===== config.mk =====
export PLATFORM = sky130hd
export DESIGN_NAME = lampfpu_log_arb
export DESIGN_NICKNAME = d
export VERILOG_FILES = /design/src/rtl/lampfpu_log_arb_pkg.sv /design/src/rtl/lampfpu_log_rr_pick.sv /design/src/rtl/lampfpu_log_arb.sv
export SDC_FILE = /design/constraint.sdc
export NUM_CORES = 1
export LEC_CHECK = 0
export ABC_CLOCK_PERIOD_IN_PS = 2200
export CORE_ASPECT_RATIO = 0.5
export CORE_MARGIN = 2
export CORE_UTILIZATION = 37
export DETAILED_ROUTE_END_ITERATION = 6
export PLACE_DENSITY = 0.77
export SLEW_MARGIN = 20
export SYNTH_ARGS = -nofsm -noshare
export SYNTH_HDL_FRONTEND = slang
export SYNTH_HIERARCHICAL = 1
export SYNTH_SLANG_ARGS = --single-unit

===== constraint.sdc =====
create_clock -name clk -period 2.2 [get_ports clk]
set_input_delay 0.22 -clock clk [delete_from_list [all_inputs] [get_ports clk]]
set_output_delay 0.22 -clock clk [all_outputs]
set_load 0.01 [all_outputs]

===== src/rtl/lampfpu_log_arb_pkg.sv =====
// lampfpu_log_arb_pkg
// Shared types and constants for the log-unit arbiter slice.
//   lampLogOp_t  : operand bundle presented to the log unit (20 bits)
//   lampLogRes_t : result bundle returned by the log unit (19 bits)
//   LAMP_LOG_LAT : cycles from doLog_i to valid_o in lampFPU_log
package lampfpu_log_arb_pkg;

    localparam int LAMP_LOG_LAT   = 1;
    localparam int LAMP_LOG_OP_W  = 20;
    localparam int LAMP_LOG_RES_W = 19;

    typedef struct packed {
        logic       s;
        logic [7:0] e;
        logic [6:0] f;
        logic       isZ;
        logic       isInf;
        logic       isSNAN;
        logic       isQNAN;
    } lampLogOp_t;

    typedef struct packed {
        logic       s;
        logic [7:0] e;
        logic [6:0] f;
        logic       isOverflow;
        logic       isUnderflow;
        logic       isToRound;
    } lampLogRes_t;

endpackage


===== src/rtl/lampfpu_log_rr_pick.sv =====
// lampfpu_log_rr_pick
// Combinational round-robin picker: rotates the eligibility vector so that
// rr_ptr_i becomes position 0, takes the lowest set bit, then rotates the
// one-hot back to requester numbering.
//   elig_i   : per-requester eligibility
//   rr_ptr_i : index with highest priority this cycle
//   gnt_o    : one-hot grant, all zero when nothing is eligible
module lampfpu_log_rr_pick #(
    parameter int NREQ  = 4,
    parameter int PTR_W = $clog2(NREQ)
) (
    input  logic [NREQ-1:0]  elig_i,
    input  logic [PTR_W-1:0] rr_ptr_i,
    output logic [NREQ-1:0]  gnt_o
);

    logic [NREQ-1:0] rot;
    logic [NREQ-1:0] pick;
    logic            found;

    always_comb begin
        rot   = '0;
        pick  = '0;
        gnt_o = '0;
        found = 1'b0;
        // rotated position j corresponds to requester (j + rr_ptr) mod NREQ
        for (int j = 0; j < NREQ; j++) begin
            for (int i = 0; i < NREQ; i++) begin
                if (i == (j + int'(rr_ptr_i)) % NREQ) begin
                    rot[j] = elig_i[i];
                end
            end
        end
        for (int j = 0; j < NREQ; j++) begin
            if (rot[j] && !found) begin
                pick[j] = 1'b1;
                found   = 1'b1;
            end
        end
        for (int j = 0; j < NREQ; j++) begin
            for (int i = 0; i < NREQ; i++) begin
                if (i == (j + int'(rr_ptr_i)) % NREQ) begin
                    gnt_o[i] = gnt_o[i] | pick[j];
                end
            end
        end
    end

endmodule


===== src/rtl/lampfpu_log_arb.sv =====
// lampfpu_log_arb
// Shares one bfloat16 log unit among NREQ requesters. Operands are accepted
// round-robin, issued one per cycle, tracked through the unit's fixed latency
// with a tag pipe, and returned to the owner through a one-entry buffer.
//   clk, rst                : clock, synchronous active-high reset
//   req_valid_i/req_op_i    : operand offers per requester
//   req_ready_o             : combinational one-hot grant
//   res_valid_o/res_o       : buffered result per requester
//   res_ready_i             : result consumed
//   log_do_o/log_op_o       : issue port to lampFPU_log
//   log_valid_i/log_res_i   : return port from lampFPU_log
//   busy_o                  : anything in flight or buffered
//   err_o                   : sticky, unexpected or missing log_valid_i
module lampfpu_log_arb
    import lampfpu_log_arb_pkg::*;
#(
    parameter int NREQ    = 4,
    parameter int LOG_LAT = LAMP_LOG_LAT,
    parameter int OP_W    = LAMP_LOG_OP_W,
    parameter int RES_W   = LAMP_LOG_RES_W
) (
    input  logic                       clk,
    input  logic                       rst,
    input  logic [NREQ-1:0]            req_valid_i,
    input  logic [NREQ-1:0][OP_W-1:0]  req_op_i,
    output logic [NREQ-1:0]            req_ready_o,
    output logic [NREQ-1:0]            res_valid_o,
    output logic [NREQ-1:0][RES_W-1:0] res_o,
    input  logic [NREQ-1:0]            res_ready_i,
    output logic                       log_do_o,
    output logic [OP_W-1:0]            log_op_o,
    input  logic                       log_valid_i,
    input  logic [RES_W-1:0]           log_res_i,
    output logic                       busy_o,
    output logic                       err_o
);

    localparam int PTR_W = $clog2(NREQ);

    logic [PTR_W-1:0]               rr_ptr_q, rr_ptr_d;
    logic [NREQ-1:0]                inflight_q, inflight_d;
    logic                           do_q, do_d;
    logic [OP_W-1:0]                op_q, op_d;
    logic [PTR_W-1:0]               idx_q, idx_d;
    logic [LOG_LAT-1:0]             tag_vld_q, tag_vld_d;
    logic [LOG_LAT-1:0][PTR_W-1:0]  tag_idx_q, tag_idx_d;
    logic [NREQ-1:0]                res_vld_q, res_vld_d;
    logic [NREQ-1:0][RES_W-1:0]     res_q, res_d;
    logic                           err_q, err_d;

    logic [NREQ-1:0]  elig;
    logic [NREQ-1:0]  gnt;
    logic [NREQ-1:0]  gnt_ok;
    logic [PTR_W-1:0] gnt_idx;
    logic             tail_vld;
    logic [PTR_W-1:0] tail_idx;

    // A requester with an op in flight or an unconsumed result may not issue,
    // which is what keeps the one-entry result buffer from overflowing.
    assign elig = req_valid_i & ~inflight_q & ~res_vld_q;

    lampfpu_log_rr_pick #(
        .NREQ  (NREQ),
        .PTR_W (PTR_W)
    ) u_pick (
        .elig_i   (elig),
        .rr_ptr_i (rr_ptr_q),
        .gnt_o    (gnt)
    );

    // no handshake may complete while reset is held
    assign gnt_ok = rst ? '0 : gnt;

    always_comb begin
        gnt_idx = '0;
        for (int i = 0; i < NREQ; i++) begin
            if (gnt_ok[i]) begin
                gnt_idx = PTR_W'(i);
            end
        end
    end

    assign tail_vld = tag_vld_q[LOG_LAT-1];
    assign tail_idx = tag_idx_q[LOG_LAT-1];

    always_comb begin
        rr_ptr_d   = rr_ptr_q;
        inflight_d = inflight_q;
        do_d       = 1'b0;
        op_d       = op_q;
        idx_d      = idx_q;
        tag_vld_d  = tag_vld_q;
        tag_idx_d  = tag_idx_q;
        res_vld_d  = res_vld_q & ~res_ready_i;
        res_d      = res_q;
        err_d      = err_q;

        // capture: handshake -> issue register
        if (|gnt_ok) begin
            do_d                = 1'b1;
            op_d                = req_op_i[gnt_idx];
            idx_d               = gnt_idx;
            inflight_d[gnt_idx] = 1'b1;
            rr_ptr_d            = (gnt_idx == PTR_W'(NREQ - 1)) ? '0 : gnt_idx + PTR_W'(1);
        end

        // issue -> tag pipe; the tag is loaded in the cycle log_do_o is high
        tag_vld_d[0] = do_q;
        tag_idx_d[0] = idx_q;
        for (int s = 1; s < LOG_LAT; s++) begin
            tag_vld_d[s] = tag_vld_q[s-1];
            tag_idx_d[s] = tag_idx_q[s-1];
        end

        // tag pipe tail -> result buffer
        if (log_valid_i && tail_vld) begin
            res_d[tail_idx]      = log_res_i;
            res_vld_d[tail_idx]  = 1'b1;
            inflight_d[tail_idx] = 1'b0;
        end else if (log_valid_i || tail_vld) begin
            // unit and tracker disagree; leave state alone and flag it
            err_d = 1'b1;
        end
    end

    always_ff @(posedge clk) begin
        if (rst) begin
            rr_ptr_q   <= '0;
            inflight_q <= '0;
            do_q       <= 1'b0;
            op_q       <= '0;
            idx_q      <= '0;
            tag_vld_q  <= '0;
            tag_idx_q  <= '0;
            res_vld_q  <= '0;
            res_q      <= '0;
            err_q      <= 1'b0;
        end else begin
            rr_ptr_q   <= rr_ptr_d;
            inflight_q <= inflight_d;
            do_q       <= do_d;
            op_q       <= op_d;
            idx_q      <= idx_d;
            tag_vld_q  <= tag_vld_d;
            tag_idx_q  <= tag_idx_d;
            res_vld_q  <= res_vld_d;
            res_q      <= res_d;
            err_q      <= err_d;
        end
    end

    assign req_ready_o = gnt_ok;
    assign res_valid_o = res_vld_q;
    assign res_o       = res_q;
    assign log_do_o    = do_q;
    assign log_op_o    = op_q;
    assign busy_o      = (|inflight_q) | (|res_vld_q);
    assign err_o       = err_q;

endmodule


Word-level counts from Yosys, hierarchy flattened
Index checks and enable logic that the tools add are counted.

Multiply operators: 0. Bitwise logic cells: 27. Shift operators: 0. Muxes and demuxes: 56. $add $sub $neg: 4. Divide/modulo/power cells: 0. Order comparisons: 4. Eq/ne operators: 13. Reduce and logical (&&, ||, !) cells: 21.

Operator list (number): 32-bit zero test (4); 76-bit bitwise mux (1); 1-bit two-way mux (42); 20-bit binary-select mux with 2-bit select (1); 19-bit demux with 2-bit select (1); 20-bit two-way mux (1); 19-bit two-way mux (1); 3-bit == test, first input constant (6); 4-bit bitwise AND (4); 4-bit two-way mux (4); 4-bit NOT (4); 1-bit OR (13); 4-bit OR reduction (3); 2-bit by 3-bit == test with 1-bit output, first input constant (3); 4-bit OR (2); 1-bit logical AND (6); 2-bit by 3-bit less-than comparator with 1-bit output, second input constant (2); 2-bit two-way mux (3); 2-bit OR reduction (3); 2-bit adder, first input constant (2); 1-bit demux with 2-bit select (2); 2-bit == test, first input constant (2); 2-bit by 1-bit greater-or-equal comparator with 1-bit output, second input constant (2); 1-bit bitwise AND, first input constant (3); other kinds (8) (10).

Word-level logic and storage cells: 138. Output and inout port bits: 107. Memory bits (read-only): 0. Bits of input ports: 110. Bits in latches: 0. Memories kept: 0. Register bits after elaboration: 113. Memory bits (writable): 0.

Depth between registers and ports, before layout
Gate-level depths: netlist of run 1.

Depth after elaboration: 31. Mapped depth: 10. Depth with buffers taken out: 9.

By module
Netlist of run 1, hierarchy kept.

Modules (own cells, without submodules): lampfpu_log_arb (area an instance 4424.2 um^2, cells an instance 544, instances 1, seq. area each 2262.2 um^2); lampfpu_log_rr_pick (area an instance 103.8 um^2, cells an instance 16, instances 1, seq. area each 0.0 um^2).

Worst setup path after synthesis of run 1
Ideal clock, no wire load.

Path kind: reg2reg. From: register res_vld_q[2] (netlist: res_valid_o[2]). To: register inflight_q[0]. Period minus slack after synthesis: 2.329 ns. Path slack: -0.129 ns. Path buffers: 2. Data arrival time: 2.196 ns. Stages on the path, launching flop included: 9. Path through: dfxtp_1 nor3b_1 a21oi_1 o221a_2 or4_1 buf_6 buf_6 a21oi_1 nor3_1.

RTL lines: start, declared (RTL line lampfpu_log_arb.sv:47) `logic [NREQ-1:0] res_vld_q, res_vld_d;`; start signal, assigned (RTL line lampfpu_log_arb.sv:146) `res_vld_q <= res_vld_d;`; 4-bit NOT (*) (RTL line lampfpu_log_arb.sv:60) `assign elig = req_valid_i & ~inflight_q & ~res_vld_q;`; 4-bit bitwise AND (*) (RTL line lampfpu_log_arb.sv:60); via elig[2] (RTL line lampfpu_log_arb.sv:51) `logic [NREQ-1:0] elig;`; 1-bit two-way mux (2 in a row) (RTL line lampfpu_log_rr_pick.sv:29) `if (i == (j + int'(rr_ptr_i)) % NREQ) begin`; 1-bit two-way mux (RTL line lampfpu_log_rr_pick.sv:35) `if (rot[j] && !found) begin`; 1-bit zero test (RTL line lampfpu_log_rr_pick.sv:35); 1-bit logical AND (RTL line lampfpu_log_rr_pick.sv:35); 1-bit two-way mux (RTL line lampfpu_log_rr_pick.sv:35); (+8 left out); via gnt[3] (RTL line lampfpu_log_arb.sv:52) `logic [NREQ-1:0] gnt;`; (+2 left out); 2-bit by 3-bit less-than comparator with 1-bit output (not written as such) or 2-bit by 1-bit greater-or-equal comparator with 1-bit output (tied branches) (RTL line lampfpu_log_arb.sv:103) `inflight_d[gnt_idx] = 1'b1;`; 1-bit logical AND (not written as such) (RTL line lampfpu_log_arb.sv:103); 1-bit two-way mux (not written as such) (RTL line lampfpu_log_arb.sv:103); 1-bit demux with 2-bit select (RTL line lampfpu_log_arb.sv:103); 4-bit OR (no line); 4-bit two-way mux (*) (RTL line lampfpu_log_arb.sv:99) `if (|gnt_ok) begin`; 4-bit bitwise AND (no line); 4-bit two-way mux (*) (RTL line lampfpu_log_arb.sv:116) `if (log_valid_i && tail_vld) begin`; end signal, assigned (RTL line lampfpu_log_arb.sv:140) `inflight_q <= inflight_d;`; end, declared (RTL line lampfpu_log_arb.sv:41) `logic [NREQ-1:0] inflight_q, inflight_d;`.

The timed path passes the listed nets; every way through them passes the cells marked *. A chain may end at the register's enable or synchronous reset.

Worst setup path after layout of run 1
From: register inflight_q[2]. To: register inflight_q[2].

Word-level cells in the longest chain between the ends: 29.

RTL lines (RTL line): 4-bit NOT (*) (lampfpu_log_arb.sv:60); 4-bit bitwise AND (*) (2 in a row) (lampfpu_log_arb.sv:60); via elig[2] (lampfpu_log_arb.sv:51); 1-bit two-way mux (2 in a row) (lampfpu_log_rr_pick.sv:29); 1-bit two-way mux (lampfpu_log_rr_pick.sv:35); 1-bit zero test (lampfpu_log_rr_pick.sv:35); 1-bit logical AND (lampfpu_log_rr_pick.sv:35); 1-bit two-way mux (lampfpu_log_rr_pick.sv:35); (+8 left out); via gnt[1] (lampfpu_log_arb.sv:52); (+4 left out); 2-bit by 3-bit less-than comparator with 1-bit output (not written as such) or 2-bit by 1-bit greater-or-equal comparator with 1-bit output (tied branches) (lampfpu_log_arb.sv:103); 1-bit logical AND (not written as such) (lampfpu_log_arb.sv:103); 1-bit two-way mux (not written as such) (lampfpu_log_arb.sv:103); 1-bit demux with 2-bit select (lampfpu_log_arb.sv:103); 4-bit OR (no line); 4-bit two-way mux (*) (lampfpu_log_arb.sv:99); 4-bit bitwise AND (no line); 4-bit two-way mux (*) (lampfpu_log_arb.sv:116).

Marked as above.

==> metrics.cfg, run 1 <==
[cts]
cts-htree-levels = 4
cts_buffer_depth = 2
cts_tree = yes
cts_root_buf = sky130_fd_sc_hd__clkbuf_16
clk_latency_ns = 0.40
postCtsHoldBufs = 0
cts.sink_count = 113
register_clock_pin_slew_on_the_reported_worst_setup_and_hold_paths_ns = 0.05
cts_buffers = 17

[floorplanning]
pin_count = 217
fp.coreArea_um2 = 11880
floorplan.die_area_um2 = 13190
initial_utilization = 0.3813
fp.dieW_um = 160.5
fp_rows = 28
chipHeight_um = 82.23

[layout]
layout_common_cells = sky130_fd_sc_hd__clkdlybuf4s50_1 (211), sky130_fd_sc_hd__nand2_1 (154), sky130_fd_sc_hd__dfxtp_1 (110)
post_route_cells_drive_above_1_share = 0.1365
syn2layout_area_growth_pct = 71.57
final_core_utilization = 0.6541
n_antenna_cell = 0
mostFrequentLayoutCell = sky130_fd_sc_hd__clkdlybuf4s50_1
fin_nets = 914
ff_latch_area_um2 = 2266
multi_input_logic_area_um2 = 2123
fillers = 959
finalNonFillerCells = 978

[detailed_routing]
routedLengthMet1_mm = 6.861
top_layer = met4
drt-pass1-iter-count = 5
post-route-drc-count = 0
total_number_of_vias = 4851
drt-total-wl_mm = 15.95
routedWlPerCell_um = 16.31
dr_wl_met2_mm = 7.860
initialDrtViolationCount = 325
drt-vias-per-instance = 4.960
antenna_left = 0
route.met3.wl_um = 874

[timing]
setup_viol = 0
timing.final.crit_period_ns = 2.187
rsz_0062_raised_after_global_routing = true
timing.clock.skew_ns = 0.007207
hold_violations = 0
worst_slew_slack_as_a_fraction_of_its_limit = 0.3662
period_share = 0.9940
slew_viol_final = 0
finalWorstSetupSlack_ns = 0.01311
min_hold_slack_ns = 0.1075
worstMarginPinSlew_ns = 0.9507
clock.fmax_mhz = 457.3

[pwr]
static-leakage-power_nw = 2.875
power.total_mw = 7.455
worst_ir_drop_vdd_uv = 539.4
power.density_cell_area_nw_per_um2 = 959.6

[worst_setup_path]
regToRegSetupSlack_ns = 0.01
setup.worst_path.class = flip-flop to flip-flop
cp_max_fo = 8
r2r_start = inflight_q[2]
cp-start-kind = flip-flop
crit_arrival_ns = 2.43
rr_endpoint = inflight_q[2]
crit_end = inflight_q[2]
crit_path_start = inflight_q[2]
worstSetupEndpointType = flip-flop
cp_data_required_time_ns = 2.44
reg2reg_depth = 8

[synth]
synth.avg_cell_area_um2 = 8.086
syn_inst = 560
post_synth_instance_area_um2 = 4528
warnings_synthesis = 6
syn_nets = 674
yosysSeqAreaShare = 0.4996
yosys_register_bits = 113
number_of_distinct_library_cells_after_synthesis = 38

[global_routing]
grt_first_pass_wirelength_mm = 24.76
globalRouteOverflowTotal = 0
gr-usage-all-layers = 0.2392
first_global_vias = 4796
antenna_found_initial = 0
grt_start_max_net_pins = 92

[status]
outcome = finished clean

[placed_design]
dp.cells = 943
hpwl_mm = 10.88
gp_congestion = 0.8431
place_ws_ns = -0.4232
io_buffer_count = 216

[run]
timing.max_cap.violations = 0

[min_path]
worstHoldPathType = input pin to flip-flop

## per-layer routing
metal | GRT usage | vias to the layer above
li1 | - | 2381
met1 | 0.2844 | 2283
met2 | 0.4332 | 152
met3 | 0.05544 | 35
met4 | 0.08919 | 0
met5 | 0 | -
## logic make-up (layout without fill, tap and decap cells)
group	count (synthesis)	in the layout	share of synthesized area
AO/OA/AOI/OAI	137	137	0.1934
flip-flops	113	113	0.4996
buffers and inverters	65	318	0.05996
AND/OR/NAND/NOR	241	241	0.2360
adder cells (fa/ha/maj)	4	4	0.01105
## synthesized netlist by cell type
cell type / number / area share
sky130_fd_sc_hd__nand2b_1: 24 / 0.033
sky130_fd_sc_hd__o221ai_1: 20 / 0.039
sky130_fd_sc_hd__or4b_1: 1 / 0.0022
sky130_fd_sc_hd__nand3_1: 1 / 0.0011
sky130_fd_sc_hd__nor2_1: 28 / 0.023
sky130_fd_sc_hd__a2111oi_1: 1 / 0.0022
sky130_fd_sc_hd__o22ai_1: 2 / 0.0028
sky130_fd_sc_hd__o211a_1: 1 / 0.0022
sky130_fd_sc_hd__nor2b_1: 9 / 0.012
sky130_fd_sc_hd__dfxtp_1: 113 / 0.50
sky130_fd_sc_hd__nor4_1: 3 / 0.0041
sky130_fd_sc_hd__and3b_1: 2 / 0.0039
sky130_fd_sc_hd__or2b_1: 2 / 0.0033
sky130_fd_sc_hd__inv_1: 25 / 0.021
sky130_fd_sc_hd__buf_2: 7 / 0.0077
sky130_fd_sc_hd__ha_1: 4 / 0.011
sky130_fd_sc_hd__buf_4: 1 / 0.0017
sky130_fd_sc_hd__clkbuf_1: 27 / 0.022
sky130_fd_sc_hd__nor3b_1: 5 / 0.0083
sky130_fd_sc_hd__buf_1: 3 / 0.0025
sky130_fd_sc_hd__buf_6: 2 / 0.0050
sky130_fd_sc_hd__nand2_1: 154 / 0.13
sky130_fd_sc_hd__nand3b_1: 2 / 0.0033
sky130_fd_sc_hd__and2_1: 2 / 0.0028
sky130_fd_sc_hd__or3b_2: 1 / 0.0019
sky130_fd_sc_hd__a2bb2oi_1: 1 / 0.0019
sky130_fd_sc_hd__a211oi_2: 1 / 0.0028
sky130_fd_sc_hd__nor3_1: 5 / 0.0055
sky130_fd_sc_hd__o21a_1: 1 / 0.0017
sky130_fd_sc_hd__or4_1: 1 / 0.0017
sky130_fd_sc_hd__a2111oi_0: 19 / 0.037
sky130_fd_sc_hd__a32o_1: 1 / 0.0022
sky130_fd_sc_hd__and3_1: 1 / 0.0014
sky130_fd_sc_hd__a21oi_1: 85 / 0.094
sky130_fd_sc_hd__o21ai_0: 2 / 0.0022
sky130_fd_sc_hd__o221a_2: 1 / 0.0025
sky130_fd_sc_hd__o21bai_1: 1 / 0.0017
sky130_fd_sc_hd__o41ai_1: 1 / 0.0019
## stage by stage
| stage | instance area [µm²] | TNS, ns |
|---|---|---|
| detailed placement | 7094 | -10.69 |
| global route | 7769 | -0.8623 |
| finish | 7769 | 0 |
| floorplan | 4548 | 0 |
| global placement | 7094 | -8.250 |
| CTS | 7705 | -0.03185 |
## critical path: stages, from the launching register on
cell	delay (ns)
sky130_fd_sc_hd__dfxtp_2	0.33
sky130_fd_sc_hd__nor3b_2	0.22
sky130_fd_sc_hd__buf_4	0.17
sky130_fd_sc_hd__a21oi_1	0.08
sky130_fd_sc_hd__o211a_1	0.26
sky130_fd_sc_hd__or4_1	0.54
sky130_fd_sc_hd__buf_4	0.20
sky130_fd_sc_hd__a21oi_2	0.18
sky130_fd_sc_hd__nor3_2	0.05
## report_power, final
group          total [mW]  internal, mW  switching [mW]  leakage [nW]
logic                2.39          1.30            1.10          1.70
clock network        2.50          1.48            1.02         0.256
registers            2.56          2.36           0.206         0.921
total                7.46          5.14            2.32          2.88
## area by class of cell
class	instances	share of cell area
Timing Repair Buffer	261	0.3263
Sequential cell	113	0.2917
Multi-Input combinational cell	382	0.2733
Clock buffer	18	0.05653
Tap cell	165	0.02657
Clock inverter	14	0.01353
Inverter	25	0.01208
## sequential cells by signal, indices dropped and copies added (netlist names)
signal,cells
err_o,1
idx_q,2
inflight_q,4
log_do_o,1
log_op_o,20
res_o,76
res_valid_o,4
rr_ptr_q,2
tag_idx_q,2
tag_vld_q,1
## worst min path at each step
stage	from	end	cells past startpoint
floorplan	log_res_i[0]	res_o[0]	2
global placement	res_o[41]	res_o[41]	2
detailed placement	res_o[0]	res_o[0]	2
CTS	rst	rr_ptr_q[1]	2
global route	rst	rr_ptr_q[1]	2
finish	rst	rr_ptr_q[1]	2
## repair_timing
item / in CTS / in global routing
setup buffers: 3 / 0
gates resized for setup: 22 / 32
pin swaps: 5 / 6
endpoints found under the setup margin: 28 / 28
Note: power is estimated with default switching activity, not from simulation.
==> run 2: changes to the inputs <==
- SKIP_CTS_REPAIR_TIMING: default -> 1
==> metrics.cfg, run 2 (same netlist as run 1, synthesis figures left out) <==
[layout]
post_route_cells_drive_above_1_share = 0.1540  ; was 0.1365
final_core_utilization = 0.6699  ; was 0.6541
max_reg_flops = 76  ; unchanged
n_antenna_cell = 0  ; unchanged
fin_nets = 919  ; was 914
layout_common_cells = sky130_fd_sc_hd__clkdlybuf4s50_1 (211), sky130_fd_sc_hd__nand2_1 (154), sky130_fd_sc_hd__dfxtp_1 (110)  ; unchanged
mostFrequentLayoutCell = sky130_fd_sc_hd__clkdlybuf4s50_1  ; unchanged
syn2layout_area_growth_pct = 75.71  ; was 71.57%

[detailed_routing]
dr_wl_met2_mm = 8.182  ; was 7.860 mm
routedLengthMet1_mm = 7.150  ; was 6.861 mm
post-route-drc-count = 0  ; unchanged
routedWlPerCell_um = 16.96  ; was 16.31 µm
total_number_of_vias = 4949  ; was 4851
drt-vias-per-instance = 5.035  ; was 4.960
top_layer = met4  ; unchanged
route.met3.wl_um = 958  ; was 874 µm
drt-pass1-iter-count = 4  ; was 5
drt-total-wl_mm = 16.67  ; was 15.95 mm
antenna_left = 0  ; unchanged
initialDrtViolationCount = 324  ; was 325

[worst_setup_path]
cpPeakStageDelay_ns = 0.59  ; was 0.54 ns
crit_arrival_ns = 2.49  ; was 2.43 ns
critPathBufInv = 1  ; was 2
crit_family = simple AND/OR/NAND/NOR gates  ; unchanged
crit_path_cell_count = 7  ; was 8
reg2reg_depth = 7  ; was 8
cp-start-kind = flip-flop  ; unchanged
timing.critical_path.cells = nor3b_4 > o21ai_1 > a32o_2 > or4b_4 > buf_12 > o221ai_1 > a2111oi_1  ; was nor3b_2 > buf_4 > a21oi_1 > o211a_1 > or4_1 > buf_4 > a21oi_2 > nor3_2
worstSetupEndpointType = flip-flop  ; unchanged
worst_path_max_delay_cell = sky130_fd_sc_hd__or4b_4  ; was sky130_fd_sc_hd__or4_1
cp_max_fo = 10  ; was 8
setup.worst_path.class = flip-flop to flip-flop  ; unchanged
regToRegSetupSlack_ns = -0.05  ; was 0.01 ns
cp_data_required_time_ns = 2.43  ; was 2.44 ns

[pwr]
power.density_cell_area_nw_per_um2 = 973.0  ; was 959.6 nW/µm²
worst_ir_drop_vdd_uv = 521.8  ; was 539.4 µV
static-leakage-power_nw = 2.940  ; was 2.875 nW

[global_routing]
globalRouteOverflowTotal = 0  ; unchanged
antenna_found_initial = 0  ; unchanged
gr-usage-all-layers = 0.2371  ; was 0.2392
first_global_vias = 4717  ; was 4796
grt_start_max_net_pins = 92  ; unchanged
grt_first_pass_wirelength_mm = 24.54  ; was 24.76 mm

[cts]
cts_buffer_depth = 2  ; unchanged
register_clock_pin_slew_on_the_reported_worst_setup_and_hold_paths_ns = 0.06  ; was 0.05 ns
cts_buffers = 17  ; unchanged
cts-htree-levels = 4  ; unchanged
cts.sink_count = 113  ; unchanged
cts_tree = yes  ; unchanged
cts_root_buf = sky130_fd_sc_hd__clkbuf_16  ; unchanged
clk_latency_ns = 0.41  ; was 0.40 ns

[timing]
timing.final.crit_period_ns = 2.254  ; was 2.187 ns
finalWorstSetupSlack_ns = -0.05418  ; was 0.01311 ns
min_hold_slack_ns = 0.1083  ; was 0.1075 ns
worstMarginPinSlew_ns = 0.9645  ; was 0.9507 ns
setup_viol = 21  ; was 0
hold_violations = 0  ; unchanged
rsz_0062_raised_after_global_routing = true  ; unchanged
worst_slew_slack_as_a_fraction_of_its_limit = 0.3570  ; was 0.3662
slew_viol_final = 0  ; unchanged
clock.fmax_mhz = 443.6  ; was 457.3 MHz
timing.clock.skew_ns = 0.01271  ; was 0.007207 ns
period_share = 1.025  ; was 0.9940

[min_path]
worstHoldPathType = input pin to flip-flop  ; unchanged
worst_hold_path.num_cells = 2  ; unchanged

[status]
outcome = finished with violations  ; was finished clean
failing_checks = setup timing

[floorplanning]
floorplan.die_area_um2 = 13190  ; unchanged
fp.coreArea_um2 = 11880  ; unchanged
fp_rows = 28  ; unchanged
fp.dieW_um = 160.5  ; unchanged
chipHeight_um = 82.23  ; unchanged
initial_utilization = 0.3813  ; unchanged
pin_count = 217  ; unchanged

[run]
timing.max_cap.violations = 0  ; unchanged

[placed_design]
io_buffer_count = 216  ; unchanged
hpwl_mm = 10.88  ; unchanged
place_ws_ns = -0.4232  ; unchanged
gp_congestion = 0.8431  ; unchanged

## run 2: cell count changes in the layout (fill, tap and decap cells not counted), moves of 2 or more
cell	previous run	this run
sky130_fd_sc_hd__nor3b_4	2	4
sky130_fd_sc_hd__a2111oi_1	8	12
sky130_fd_sc_hd__buf_8	0	2
sky130_fd_sc_hd__a2111oi_0	11	6
sky130_fd_sc_hd__buf_2	3	1
sky130_fd_sc_hd__o221ai_2	2	6
sky130_fd_sc_hd__ha_4	0	2
sky130_fd_sc_hd__buf_6	2	4
sky130_fd_sc_hd__nor3b_2	3	1
sky130_fd_sc_hd__ha_1	3	1
sky130_fd_sc_hd__o221ai_1	18	14
## run 2: worst reg2reg max path, stage by stage, from the launching register on
cell                        delay (ns)
sky130_fd_sc_hd__dfxtp_2          0.34
sky130_fd_sc_hd__nor3b_4          0.30
sky130_fd_sc_hd__o21ai_1          0.12
sky130_fd_sc_hd__a32o_2           0.31
sky130_fd_sc_hd__or4b_4           0.59
sky130_fd_sc_hd__buf_12           0.17
sky130_fd_sc_hd__o221ai_1         0.18
sky130_fd_sc_hd__a2111oi_1        0.08
## run 2: final timing paths
kind / startpoint / to
max: inflight_q[0] / log_op_o[2]
min: rst / rr_ptr_q[1]
max reg2reg: inflight_q[0] / log_op_o[2]
min reg2reg: res_o[0] / res_o[0]
## run 2: where the power goes
group          internal, mW  switching, mW  total (mW)  leakage (nW)
Clock                  1.48           1.04        2.52         0.256
Combinational          1.45           1.21        2.65          1.76
Sequential             2.36          0.210        2.57         0.921
Total                  5.29           2.46        7.74          2.94
## run 2: through the flow
stage	power (mW)	instances	instance area, µm²	setup TNS (ns)
6_report	7.742	983	7956	-0.4900
5_1_grt	8.100	983	7956	-2.263
4_1_cts	7.353	975	7639	-2.540
3_5_place_dp	4.816	943	7094	-10.69
3_3_place_gp	4.758	943	7094	-8.250
2_1_floorplan	3.623	560	4548	0
## run 2: final cells by class
type / instances / area [µm²]
sequential: 113 / 2266
multi-input combinational: 382 / 2226
timing repair buffer: 266 / 2620
fill: 922 / 3920
inverter: 25 / 93.84
tap: 165 / 206.4
clock inverter: 14 / 105.1
clock buffer: 18 / 439.2
## run 2: metal layers
layer  track usage  up-vias
met5             0        -
met3       0.05594       35
li1              -     2388
met4       0.08829        0
met1        0.2862     2353
met2        0.4224      173
==> run 3: changes to the inputs <==
==> constraint.sdc (replaced) <==
create_clock -name clk -period 2.2 [get_ports clk]
set_input_delay 0.44 -clock clk [delete_from_list [all_inputs] [get_ports clk]]
set_output_delay 0.44 -clock clk [all_outputs]
set_load 0.05 [all_outputs]
==> metrics.cfg, run 3 (same netlist as run 1, synthesis figures left out) <==
[floorplanning]
fp_rows = 28  ; unchanged
fp.coreArea_um2 = 11880  ; unchanged
chipHeight_um = 82.23  ; unchanged
initial_utilization = 0.3813  ; unchanged
floorplan.die_area_um2 = 13190  ; unchanged
pin_count = 217  ; unchanged
fp.dieW_um = 160.5  ; unchanged

[status]
outcome = finished with violations  ; unchanged
failing_checks = setup timing  ; unchanged

[timing]
setup_viol = 31  ; was 21
finalWorstSetupSlack_ns = -0.2558  ; was -0.05418 ns
timing.clock.skew_ns = 0.009461  ; was 0.01271 ns
min_hold_slack_ns = 0.3554  ; was 0.1083 ns
period_share = 1.116  ; was 1.025
clock.fmax_mhz = 407.2  ; was 443.6 MHz
hold_violations = 0  ; unchanged
timing.final.crit_period_ns = 2.456  ; was 2.254 ns
worstMarginPinSlew_ns = 0.8360  ; was 0.9645 ns
worst_slew_slack_as_a_fraction_of_its_limit = 0.4427  ; was 0.3570
rsz_0062_raised_after_global_routing = true  ; unchanged
slew_viol_final = 0  ; unchanged

[layout]
post_route_cells_drive_above_1_share = 0.1768  ; was 0.1540
mostFrequentLayoutCell = sky130_fd_sc_hd__clkdlybuf4s50_1  ; unchanged
syn2layout_area_growth_pct = 81.76  ; was 75.71%
final_core_utilization = 0.6930  ; was 0.6699
n_antenna_cell = 0  ; unchanged
fin_nets = 927  ; was 919
max_reg_flops = 76  ; unchanged
layout_common_cells = sky130_fd_sc_hd__clkdlybuf4s50_1 (206), sky130_fd_sc_hd__nand2_1 (154), sky130_fd_sc_hd__dfxtp_1 (106)  ; was sky130_fd_sc_hd__clkdlybuf4s50_1 (211), sky130_fd_sc_hd__nand2_1 (154), sky130_fd_sc_hd__dfxtp_1 (110)

[pwr]
power.total_mw = 8.938  ; was 7.742 mW
power.density_cell_area_nw_per_um2 = 1086  ; was 973.0 nW/µm²
worst_ir_drop_vdd_uv = 712.0  ; was 521.8 µV
static-leakage-power_nw = 3.084  ; was 2.940 nW

[worst_setup_path]
cp-start-kind = flip-flop  ; unchanged
crit_path_start = res_valid_o[0]  ; was inflight_q[0]
setup.worst_path.class = flip-flop to output port  ; was flip-flop to flip-flop
crit_arrival_ns = 2.02  ; was 2.49 ns
reg2reg_depth = 8  ; was 7
cp_data_required_time_ns = 1.76  ; was 2.43 ns
cp_max_fo = 5  ; was 10
rr_endpoint = log_op_o[18]  ; was log_op_o[2]
crit_end = req_ready_o[3]  ; was log_op_o[2]
regToRegSetupSlack_ns = -0.19  ; was -0.05 ns
r2r_start = res_valid_o[0]  ; was inflight_q[0]
worstSetupEndpointType = output port  ; was flip-flop

[run]
timing.max_cap.violations = 0  ; unchanged

[cts]
cts_tree = yes  ; unchanged
cts_root_buf = sky130_fd_sc_hd__clkbuf_16  ; unchanged
cts-htree-levels = 4  ; unchanged
cts.sink_count = 113  ; unchanged
cts_buffers = 17  ; unchanged
register_clock_pin_slew_on_the_reported_worst_setup_and_hold_paths_ns = 0.06  ; about the same
clk_latency_ns = 0.40  ; was 0.41 ns
cts_buffer_depth = 2  ; unchanged

[global_routing]
globalRouteOverflowTotal = 0  ; unchanged
antenna_found_initial = 0  ; unchanged
first_global_vias = 4606  ; was 4717
grt_start_max_net_pins = 58  ; was 92
grt_first_pass_wirelength_mm = 23.65  ; was 24.54 mm
gr-usage-all-layers = 0.2290  ; was 0.2371

[detailed_routing]
antenna_left = 0  ; unchanged
post-route-drc-count = 0  ; unchanged
drt-total-wl_mm = 16.90  ; was 16.67 mm
total_number_of_vias = 4998  ; was 4949
initialDrtViolationCount = 281  ; was 324
routedWlPerCell_um = 17.05  ; was 16.96 µm
drt-pass1-iter-count = 4  ; unchanged
drt-vias-per-instance = 5.043  ; was 5.035

[placed_design]
place_ws_ns = -0.5816  ; was -0.4232 ns
io_buffer_count = 216  ; unchanged
gp_congestion = 0.8166  ; was 0.8431
hpwl_mm = 11.05  ; was 10.88 mm

[min_path]
worstHoldPathType = input pin to flip-flop  ; unchanged

run 3: worst min path at each step:
stage	startpoint	end	slack [ns]	cells after the start
floorplan	idx_q[1]	tag_idx_q[1]	0.42	2
global placement	res_o[24]	res_o[24]	0.44	2
detailed placement	res_o[38]	res_o[38]	0.45	2
CTS	rst	res_valid_o[2]	0.32	2
global route	rst	res_valid_o[2]	0.35	2
finish	rst	res_valid_o[2]	0.36	2
run 3: where the power goes:
group	internal, mW	switching, mW	leakage, nW
combinational	1.59	2.06	1.88
clock	1.68	1.04	0.285
sequential	2.36	0.213	0.923
run 3: area by class of cell:
type	count	area, µm²
Clock buffer	17	425.4
Clock inverter	15	156.4
Fill cell	902	3646
Inverter	25	93.84
Multi-Input combinational cell	382	2303
Sequential cell	113	2271
Tap cell	165	206.4
Timing Repair Buffer	274	2774
run 3: metal layers:
layer  wire, µm  vias up  share of wire  global-route usage
li1           -     2415              -                   -
met5          0        -              0                   0
met1       7361     2407           0.44              0.2817
met4        322        0          0.019             0.08018
met2       8469      152           0.50              0.4155
met3        743       24          0.044             0.03946
run 3: per-stage QoR:
stage	std cells	TNS (ns)	area, µm²
floorplan	560	-0.01625	4584
global placement	943	-14.78	7132
detailed placement	943	-16.28	7132
CTS	975	-5.150	7714
global route	991	-7.219	8230
finish	991	-4.645	8230
run 3: worst max-delay path, stage by stage (launching register included):
cell	delay, ns
sky130_fd_sc_hd__dfxtp_2	0.34
sky130_fd_sc_hd__nor3b_4	0.31
sky130_fd_sc_hd__a21oi_1	0.11
sky130_fd_sc_hd__o221a_2	0.35
sky130_fd_sc_hd__buf_12	0.14
sky130_fd_sc_hd__nor2b_4	0.12
sky130_fd_sc_hd__buf_6	0.12
sky130_fd_sc_hd__buf_12	0.13
